**src/rtl/axis_stage_pkg.sv**
```systemverilog
// Shared helpers for decimating AXI-stream stages.
//   acc_width(data_w, dec) : accumulator width that cannot overflow summing dec samples
//   is_pow2(n)             : true when n is a non-zero power of two
package axis_stage_pkg;

  // Summing dec samples of data_w bits grows the magnitude by at most log2(dec) bits.
  function automatic int unsigned acc_width(input int unsigned data_w, input int unsigned dec);
    return data_w + $clog2(dec);
  endfunction

  function automatic bit is_pow2(input int unsigned n);
    return (n != 0) && ((n & (n - 1)) == 0);
  endfunction

endpackage

```
**src/rtl/axis_decimating_accumulator.sv**
```systemverilog
// Sums every DECIMATION accepted signed samples into one output sample,
// optionally scaled down to the average (arithmetic shift, floor toward -inf).
// Ports:
//   clock, reset        single clock, synchronous active-high reset
//   clear               drop the partial window; a sample accepted in the same
//                       cycle becomes the first sample of the new window
//   in_valid/in_ready   input handshake, in_ready = !out_valid || out_ready
//   in_data             signed input sample
//   out_valid/out_ready single-entry output register handshake
//   out_data            signed sum (AVERAGE=0) or average (AVERAGE=1)
//   window_count        samples accumulated in the current window
module axis_decimating_accumulator
  import axis_stage_pkg::*;
#(
  parameter int unsigned DATA_WIDTH = 32,
  parameter int unsigned DECIMATION = 8,
  parameter int unsigned AVERAGE    = 1,
  localparam int unsigned OUT_WIDTH = (AVERAGE != 0) ? DATA_WIDTH
                                                     : acc_width(DATA_WIDTH, DECIMATION),
  localparam int unsigned CNT_WIDTH = (DECIMATION > 1) ? $clog2(DECIMATION) : 1
) (
  input  logic                  clock,
  input  logic                  reset,
  input  logic                  clear,
  input  logic                  in_valid,
  output logic                  in_ready,
  input  logic [DATA_WIDTH-1:0] in_data,
  output logic                  out_valid,
  input  logic                  out_ready,
  output logic [OUT_WIDTH-1:0]  out_data,
  output logic [CNT_WIDTH-1:0]  window_count
);

  localparam int unsigned ACC_W = acc_width(DATA_WIDTH, DECIMATION);
  localparam int unsigned SHIFT = $clog2(DECIMATION);

  // Averaging is a plain shift, so it is only defined for power-of-two windows.
  if (DECIMATION == 0 || (AVERAGE != 0 && !is_pow2(DECIMATION))) begin : g_bad_cfg
    $error("axis_decimating_accumulator: invalid DECIMATION/AVERAGE combination");
  end

  logic signed [ACC_W-1:0] acc_q, acc_d;
  logic [CNT_WIDTH-1:0]    cnt_q, cnt_d;
  logic                    out_valid_q, out_valid_d;
  logic [OUT_WIDTH-1:0]    out_data_q, out_data_d;

  logic                    accept;
  logic signed [ACC_W-1:0] in_ext;
  logic signed [ACC_W-1:0] base_acc;
  logic [CNT_WIDTH-1:0]    base_cnt;
  logic signed [ACC_W-1:0] sum;
  logic                    last;

  assign in_ready     = !out_valid_q || out_ready;
  assign accept       = in_valid && in_ready;
  assign out_valid    = out_valid_q;
  assign out_data     = out_data_q;
  assign window_count = cnt_q;

  // Window update; clear wipes the partial window before the current sample is added.
  always_comb begin
    in_ext      = ACC_W'($signed(in_data));
    base_acc    = clear ? '0 : acc_q;
    base_cnt    = clear ? '0 : cnt_q;
    sum         = base_acc + in_ext;
    last        = (base_cnt == CNT_WIDTH'(DECIMATION - 1));
    acc_d       = base_acc;
    cnt_d       = base_cnt;
    out_valid_d = out_valid_q && !out_ready;
    out_data_d  = out_data_q;

    if (accept) begin
      if (last) begin
        // A completion reloads the output register even if the old entry is consumed this cycle.
        out_valid_d = 1'b1;
        if (AVERAGE != 0) out_data_d = OUT_WIDTH'(sum >>> SHIFT);
        else              out_data_d = OUT_WIDTH'(sum);
        acc_d = '0;
        cnt_d = '0;
      end else begin
        acc_d = sum;
        cnt_d = base_cnt + CNT_WIDTH'(1);
      end
    end
  end

  always_ff @(posedge clock) begin
    if (reset) begin
      acc_q       <= '0;
      cnt_q       <= '0;
      out_valid_q <= 1'b0;
      out_data_q  <= '0;
    end else begin
      acc_q       <= acc_d;
      cnt_q       <= cnt_d;
      out_valid_q <= out_valid_d;
      out_data_q  <= out_data_d;
    end
  end

endmodule

```
**config.mk**
```make
export PLATFORM = sky130hd
export DESIGN_NAME = axis_decimating_accumulator
export DESIGN_NICKNAME = d
export VERILOG_FILES = /design/src/rtl/axis_stage_pkg.sv /design/src/rtl/axis_decimating_accumulator.sv
export SDC_FILE = /design/constraint.sdc
export NUM_CORES = 1
export LEC_CHECK = 0
export ABC_AREA = 1
export CAP_MARGIN = 15
export CORE_MARGIN = 4
export CORE_UTILIZATION = 48
export CTS_BUF_LIST = sky130_fd_sc_hd__clkbuf_4
export DETAILED_ROUTE_END_ITERATION = 12
export GPL_TIMING_DRIVEN = 0
export HOLD_SLACK_MARGIN = 0.05
export PLACE_DENSITY = 0.68
export SYNTH_ARGS = -nofsm -noshare
export SYNTH_HDL_FRONTEND = slang
export SYNTH_SLANG_ARGS = --single-unit
```
**constraint.sdc**
```tcl
create_clock -name clock -period 6.19 [get_ports clock]
set_clock_uncertainty 0.1 [all_clocks]
set_input_delay 1.238 -clock clock [delete_from_list [all_inputs] [get_ports clock]]
set_output_delay 1.238 -clock clock [all_outputs]
set_load 0.1 [all_outputs]
```
# Word-level counts from Yosys, hierarchy flattened
# Index checks and enable logic that the tools add are counted.
word_totals:
  elab_cells: 21
  ff_bits: 71
  out_inout_bits: 37
classes:
  reduce_logical: 6
  eq_ne: 1
  add_sub_neg: 2
  mux: 8
op_table:
  columns: ["op", "n"]
  rows:
  - ["$mux 35", 3]
  - ["$add 35x32->35", 1]
  - ["$mux 3", 3]
  - ["$add 3x1->3 const B", 1]
  - ["$eq 3x3->1 const B", 1]
  - ["$logic_and 1x1->1", 2]
  - ["$logic_not 1->1", 2]
  - ["$mux 1", 2]
  - ["$reduce_and 2->1", 1]
  - ["$logic_or 1x1->1", 1]

# Logic depth before layout (Yosys ltp)
logic_depth:
  depth_word: 4
  ltp_mapped: 20
  ltp_nobuf: 19

# Least setup slack after synthesis
# No wires, ideal clock.
synth_timing:
  path_kind: "input to register"
  startpoint: "in clear"
  endpoint: "reg out_data_q[29] (netlist: out_data[29])"
  slack_ns: 2.916
  path_stages: 19
  t_arrival_ns: 3.065
  cell_sequence: "buf_2 -> nor2_1 -> ha_1 -> inv_1 -> fa_1 -> inv_1 -> nand3_1 -> nand2_1 -> nand2_1 -> nand2_2 -> nand3_1 -> nand2_2 -> nand2_1 -> nand2_1 -> nand2_1 -> nand2_1 -> nand2_1 -> nand2_1 -> inv_1"
synth_via:
  elab_chain_cells: 3
  elab_cells_between_ends: 5
  cone_classes: "add/sub: 1; eq/ne: 1; mux: 2; reduce/logical: 1"
synth_lines:
  columns: ["item", "line_no", "source"]
  rows:
  - ["from (decl)", "axis_decimating_accumulator.sv:24", "input logic clear,"]
  - ["parallel branches: the longest is 3 deep, another holds $add 35x32->35", null, null]
  - ["to (signal assigned)", "axis_decimating_accumulator.sv:97", "out_data_q <= out_data_d;"]
  - ["to (decl)", "axis_decimating_accumulator.sv:45", "logic [OUT_WIDTH-1:0] out_data_q, out_data_d;"]
# Several ways; the timed one is not identified.
# A chain may end at the register's enable or synchronous reset.

# Worst setup path after layout
layout_timing:
  startpoint: "in out_ready"
  endpoint: "out in_ready"
layout_via:
  elab_chain_cells: 1
layout_lines:
  columns: ["item", "line_no", "source"]
  rows:
  - ["from (decl)", "axis_decimating_accumulator.sv:29", "input logic out_ready,"]
  - ["$logic_or 1x1->1", "axis_decimating_accumulator.sv:54", "assign in_ready = !out_valid_q || out_ready;"]
  - ["to (decl)", "axis_decimating_accumulator.sv:26", "output logic in_ready,"]
# No other way between the ends.

==> impl_results.md <==
* Fillcell total at 1,170
* Post-DRT Antenna Nets at 0
* Ys flop type: dfxtp_1
* Final hold vios at 0
* Core box area at 0.01094 mm²
* Worst Reg-to-Reg Cells at 16
* I/O pins at 74
* Hold EP: acc_q[34]
* Worst reg2reg setup slack at 3.47 ns
* HP Start: acc_q[34]
* Synthesized Nets at 973
* Maximum clock rate at 233.2 MHz
* Fin crit period at 4.288 ns
* Pwr/cell area at 158.9 mW/mm²
* Placement Setup Slack at 1.898 ns
* Setup slack after layout at 1.902 ns
* Post_cts resized at 0
* GR Overflow Total at 0
* Critical Path End Type: primary output
* First-pass GRT wire length at 26,050 µm
* Netlist cell types at 34
* #FFs+latches synth at 71
* RSZ-0062 raised after global routing: false
* Die width at 114.2 µm
* Later-pin clock latency in the skew report at 0.47 ns
* H-Tree Depth at 3
* Reg2Reg Launch Point: acc_q[0]
* Worst EP arrival at 2.95 ns
* PortBufs at 71
* HPWL after detailed placement at 12,750 µm
* CP startpoint kind: input pin
* Initial Util at 49.52%
* Post-layout util at 58.60%
* Max VDD drop at 0.1222 mV
* Pleak at 0.003395 µW
* Worst Hold Class: register to register
* # diodes at 0
* Design area at 0.006409 mm²
* Total Nets Final at 1,055
* Synth top cells by count: nand2_1 (268), inv_1 (163), nor2_1 (90), dfxtp_1 (71), a21oi_1 (66)
* GP Congestion at 0.9520
* CTS sink count at 71
* Final setup viols at 0
* R2R Path End: out_data[13]
* Max cap viols at 0
* Status: finished clean
* Largest area contributor in the netlist: dfxtp_1
* Slew headroom at 33.36%
* Cell Area, Synth at 0.005415 mm²
* Setup_tns at 0 ns
* Post CTS Setup Buffer Count at 0
* CP Data Required Time at 4.85 ns
* Actual slew at the worst max-slew pin at 0.9965 ns
* Vias at 5,596
* Synth warn at 0
* Die footprint at 0.01305 mm²
* Initial drt markers at 496
* Tcrit/Tclk final at 69.28%
* Layout cell share with drive strength beyond 1 at 5.477%
* Drt drc at 0
* Hold Path Depth at 2
* Fin. max-slew vios at 0
* Post-synthesis sequential area ratio at 26.25%
* Gr usage total at 25.39%
* Vias in the first global route at 5,138
* Final WL at 15,930 µm
* DIE HEIGHT at 114.2 µm
* Longest Clk Path Bufs at 2
* Asr flop ratio synth at 0%
* Yosys top cell area share at 26.25%
* Detailed Routing Iterations Pass 1 at 5
* Root Buffer: clkbuf_4
* Largest net degree at the start of global routing at 12
* Top-count cell post-synth: nand2_1
* Num rows at 38
* CP Class: input pin to primary output
* Final Power at 1018 µW
* Critical path fanouts, max at 3
* Mean cell area of the mapped netlist at 6.024 µm²
* CTS tree: built
* CTS Hold Bufs at 0
* EDFF count, synth at 0
* Initial antenna violation count at 0
* Area post-placement at 0.006301 mm²
* Vias per cell at 4.970
* Cells after Synth at 899
* Synth area leaders: dfxtp_1 (26%), nand2_1 (19%), inv_1 (11%)
* Area Overhead vs Synth at 18.35%
* Clock-pin slew on the worst setup and hold paths at 0.12 ns
* Cts bufs inserted at 9
* WL/cell at 14.15 µm
[how the worst max path moves through the flow]
| stage | startpoint | to | cells after the start |
|---|---|---|---|
| after floorplan | clear | out_data[29] | 19 |
| after global placement | out_ready | in_ready | 4 |
| after detailed placement | out_ready | in_ready | 4 |
| after CTS | out_ready | in_ready | 4 |
| after global routing | out_ready | in_ready | 4 |
| final | out_ready | in_ready | 4 |
[stage by stage]
| step | hold WS, ns | std cells |
|---|---|---|
| after floorplan | 0.3615 | 899 |
| after global placement | 0.3794 | 1110 |
| after detailed placement | 0.3839 | 1110 |
| after CTS | 0.4062 | 1126 |
| after global routing | 0.4528 | 1126 |
| final | 0.4060 | 1126 |
[logic make-up (layout without fill, tap and decap cells)]
logic type,count (synthesis),after routing,share of synthesized area [%]
buf+inv,190,277,13.45
fa+ha+maj,37,37,8.688
xor+xnor,15,15,2.426
flops,71,71,26.25
simple gates,440,440,33.69
compound gates,146,146,15.50
[per-layer routing]
layer,GRT usage (%),vias to the layer above,routed length [µm]
met4,6.017,0,264
met3,5.550,22,1038
met5,0,-,0
met2,37.31,148,6470
li1,-,2959,-
met1,37.71,2467,8160
[registers in the layout, indices dropped and copies added, names as in the netlist]
signal,flops
out_data,32
window_count,3
out_valid,1
acc_q,35
[cell type report]
| class | count | area (µm²) | area share (%) |
|---|---|---|---|
| Sequential cell | 71 | 1421 | 22.18 |
| Buffer | 24 | 105.1 | 1.640 |
| Tap cell | 140 | 175.2 | 2.733 |
| Clock inverter | 5 | 25.02 | 0.3905 |
| Multi-Input combinational cell | 638 | 3266 | 50.96 |
| Inverter | 166 | 623.1 | 9.723 |
| Timing Repair Buffer | 71 | 710.7 | 11.09 |
| Clock buffer | 11 | 82.58 | 1.289 |
[where the power goes]
group          internal (µW)  switching (µW)  leakage, µW
Clock                   87.4             170    0.0000617
Combinational           98.0             184      0.00275
Sequential               474            4.77     0.000579
[critical path: stages]
cell and delay, ns:
clkdlybuf4s50_1 0.45, inv_1 0.03, nand2_1 0.08, clkdlybuf4s50_1 1.14
[placed cells by master (no fill, tap or decap), types with 4 or more instances in the layout]
| master | instances |
|---|---|
| nand3_1 | 42 |
| clkdlybuf4s50_1 | 71 |
| a21oi_2 | 4 |
| nor2_1 | 90 |
| clkbuf_1 | 11 |
| nand3b_1 | 5 |
| inv_1 | 163 |
| buf_2 | 12 |
| clkbuf_4 | 11 |
| nand2_2 | 13 |
| dfxtp_1 | 71 |
| a21oi_1 | 66 |
| nor3_1 | 8 |
| o21bai_1 | 17 |
| xor2_1 | 13 |
| o21a_1 | 14 |
| nand4_1 | 5 |
| o21ai_0 | 36 |
| nand2_1 | 268 |
| ha_1 | 36 |
Power figures use the tool's default switching activity.
==> RTL edit, RTL diff (same settings) <==
`DECIMATION`: 8 -> 4.
--- a/src/rtl/axis_decimating_accumulator.sv
+++ b/src/rtl/axis_decimating_accumulator.sv
@@ -13,7 +13,7 @@
   import axis_stage_pkg::*;
 #(
   parameter int unsigned DATA_WIDTH = 32,
-  parameter int unsigned DECIMATION = 8,
+  parameter int unsigned DECIMATION = 4,
   parameter int unsigned AVERAGE    = 1,
   localparam int unsigned OUT_WIDTH = (AVERAGE != 0) ? DATA_WIDTH
                                                      : acc_width(DATA_WIDTH, DECIMATION),
Ports: changed (resized window_count); port bits go from 74 to 73. The function was not compared with the original's and may differ.
==> RTL edit against the original RTL <==
- synthesized cell count shrank 2.7%
- sequential cell count shrank 2
- synthesized area down 2.3%
- total power grew 7.4%
- routed wire length shrank 1.1%
- register-to-register slack got worse by 140 ps
- combinational power increased by 1%
- setup slack better by 1.6 ps
- design area down 1.3%
- highest routed layer unchanged
==> RTL edit: results (changes against the original RTL) <==
- DRT Pass-1 Iters: 5 (unchanged)
- Seq/Total Area, Yosys: 26.1% (-0.13 points)
- Net Count, Synth: 947 (-2.7%)
- DR WL/cell: 14.3 microns (+1.2%)
- Leading area contributor after synthesis: dfxtp_1
- Clk root buf: clkbuf_4
- Clock Latency Late Sink: 450 ps (-20 ps)
- Leakage: 3.36 nW (-0.88%)
- Critical path capture point: in_ready
- Routability congestion estimate: 0.986 (+3.6%)
- HPWL Detailed: 12500 microns (-1.7%)
- Period utilization: 69.3% (about the same)
- Initial antenna violation count: 0 (unchanged)
- GR Util met3: 3.42% (-2.1 points)
- Least-Margin Pin Slew: 991 ps (-5.38 ps)
- Reg2reg path depth: 19 (+3)
- Met1 usage: 37.8% (+0.069 points)
- Reg-to-reg slack, setup: 3330 ps (-140 ps)
- Unique cell type count in the Yosys netlist: 32 (-5.9%)
- Largest net degree at the start of global routing: 12 (unchanged)
- Yosys warning count: 0 (unchanged)
- Top cells by area, synth: dfxtp_1, nand2_1, inv_1
- Min-Delay Path Class: reg -> reg
- Initial DRC Count: 400 (-19%)
- CTS HTree Levels: 3 (unchanged)
- Via density: 4.97 (about the same)
- Vias in the first global route: 5203 (+1.3%)
- RR Endpoint: out_data[26]
- Post-synth top cells: nand2_1, inv_1, nor2_1
- Filler cells: 1121 (-4.2%)
- I/O Buffers: 70 (-1.4%)
- Final #Nets: 1028 (-2.6%)
- Total number of vias: 5468 (-2.3%)
- Met2 GRT Util: 38.3% (+0.96 points)
- Setup crit start: out_ready
- Switch Pwr: 362 uW (+1.1%)
- N_diodes: 0 (unchanged)
- Final setup fails: 0 (unchanged)
- Async S/R FF share, synth: 0% (unchanged)
- GRT Util Overall: 25.5% (+0.081 points)
- Largest register FFs: 34 (-2.9%)
- Dpl cells: 1085 (-2.3%)
- Worst reg2reg path startpoint: acc_q[0]
- Status: complete, no violations
- VDD IR max: 0.000132 V (+7.8%)
- Clk pin slew, worst setup/hold paths: 100 ps (-20 ps)
- Maximum root-to-sink buffer count: 2 (unchanged)
- Total CTS buffers: 9 (unchanged)
- CTS resizes: 0 (unchanged)
- Share of layout cells above drive strength 1: 5.83% (+0.35 points)
- First-pass GRT wire length: 25700 microns (-1.4%)
- Worst Path Max Fanout: 3 (unchanged)
- Syn avg cell area: 6.04 sq um (+0.35%)
[RTL edit: cell types whose count changed in the layout (fill, tap and decap cells not counted), moves of 4 or more]
cell	change
buf_2	-7
nand2_1	-10
nand3_1	-4
nand3b_1	-4
nand4_1	+4
nor2_1	-6
[RTL edit: cells by family (layout without fill, tap and decap cells)]
family                   after synthesis  after routing  share of synthesized area [%]
flip-flops                            69             69                           26.1
adder cells (fa/ha/maj)               35             35                           8.42
buffers and inverters                189            275                           14.3
XOR/XNOR                              13             13                           2.15
AO/OA/AOI/OAI                        147            147                           15.9
AND/OR/NAND/NOR                      422            422                           33.1
[RTL edit: cell type report]
class | instances | area share, %
buffer | 24 | 2.18
clock buffer | 11 | 1.31
clock inverter | 5 | 1.19
inverter | 165 | 9.80
multi-input combinational | 617 | 49.8
sequential | 69 | 21.8
tap | 140 | 2.77
timing repair buffer | 70 | 11.1
[RTL edit: how the worst min path moves through the flow]
stage	start	endpoint	slack [ps]	depth (start not counted)
detailed placement	acc_q[33]	acc_q[33]	380	2
global route	acc_q[33]	acc_q[33]	440	2
global placement	out_data[13]	out_data[13]	380	2
finish	acc_q[33]	acc_q[33]	410	2
CTS	acc_q[33]	acc_q[33]	400	2
floorplan	acc_q[33]	acc_q[33]	360	2
[RTL edit: worst max-delay path, cell delays in order]
cell and delay, ps:
clkdlybuf4s50_1 450, inv_1 30, nand2_1 80, clkdlybuf4s50_1 1140
[RTL edit: power groups by stage]
stage	Sequential [mW]	Clock [mW]	Combinational, mW
CTS	0.467	0.348	0.283
detailed placement	0.477	0	0.281
finish	0.467	0.341	0.286
global route	0.468	0.364	0.320
global placement	0.476	0	0.280
floorplan	0.492	0	0.182
[RTL edit: metal layers]
layer	vias to the layer above	share of wire, %
met2	124	42
li1	2882	-
met1	2443	51
met4	0	1.8
met3	19	5.6
met5	-	0
[RTL edit: stage by stage]
step	total power, mW	cell area (sq um)
global placement	0.756	6160
floorplan	0.673	5290
detailed placement	0.758	6160
global route	1.15	6320
CTS	1.10	6320
finish	1.09	6320
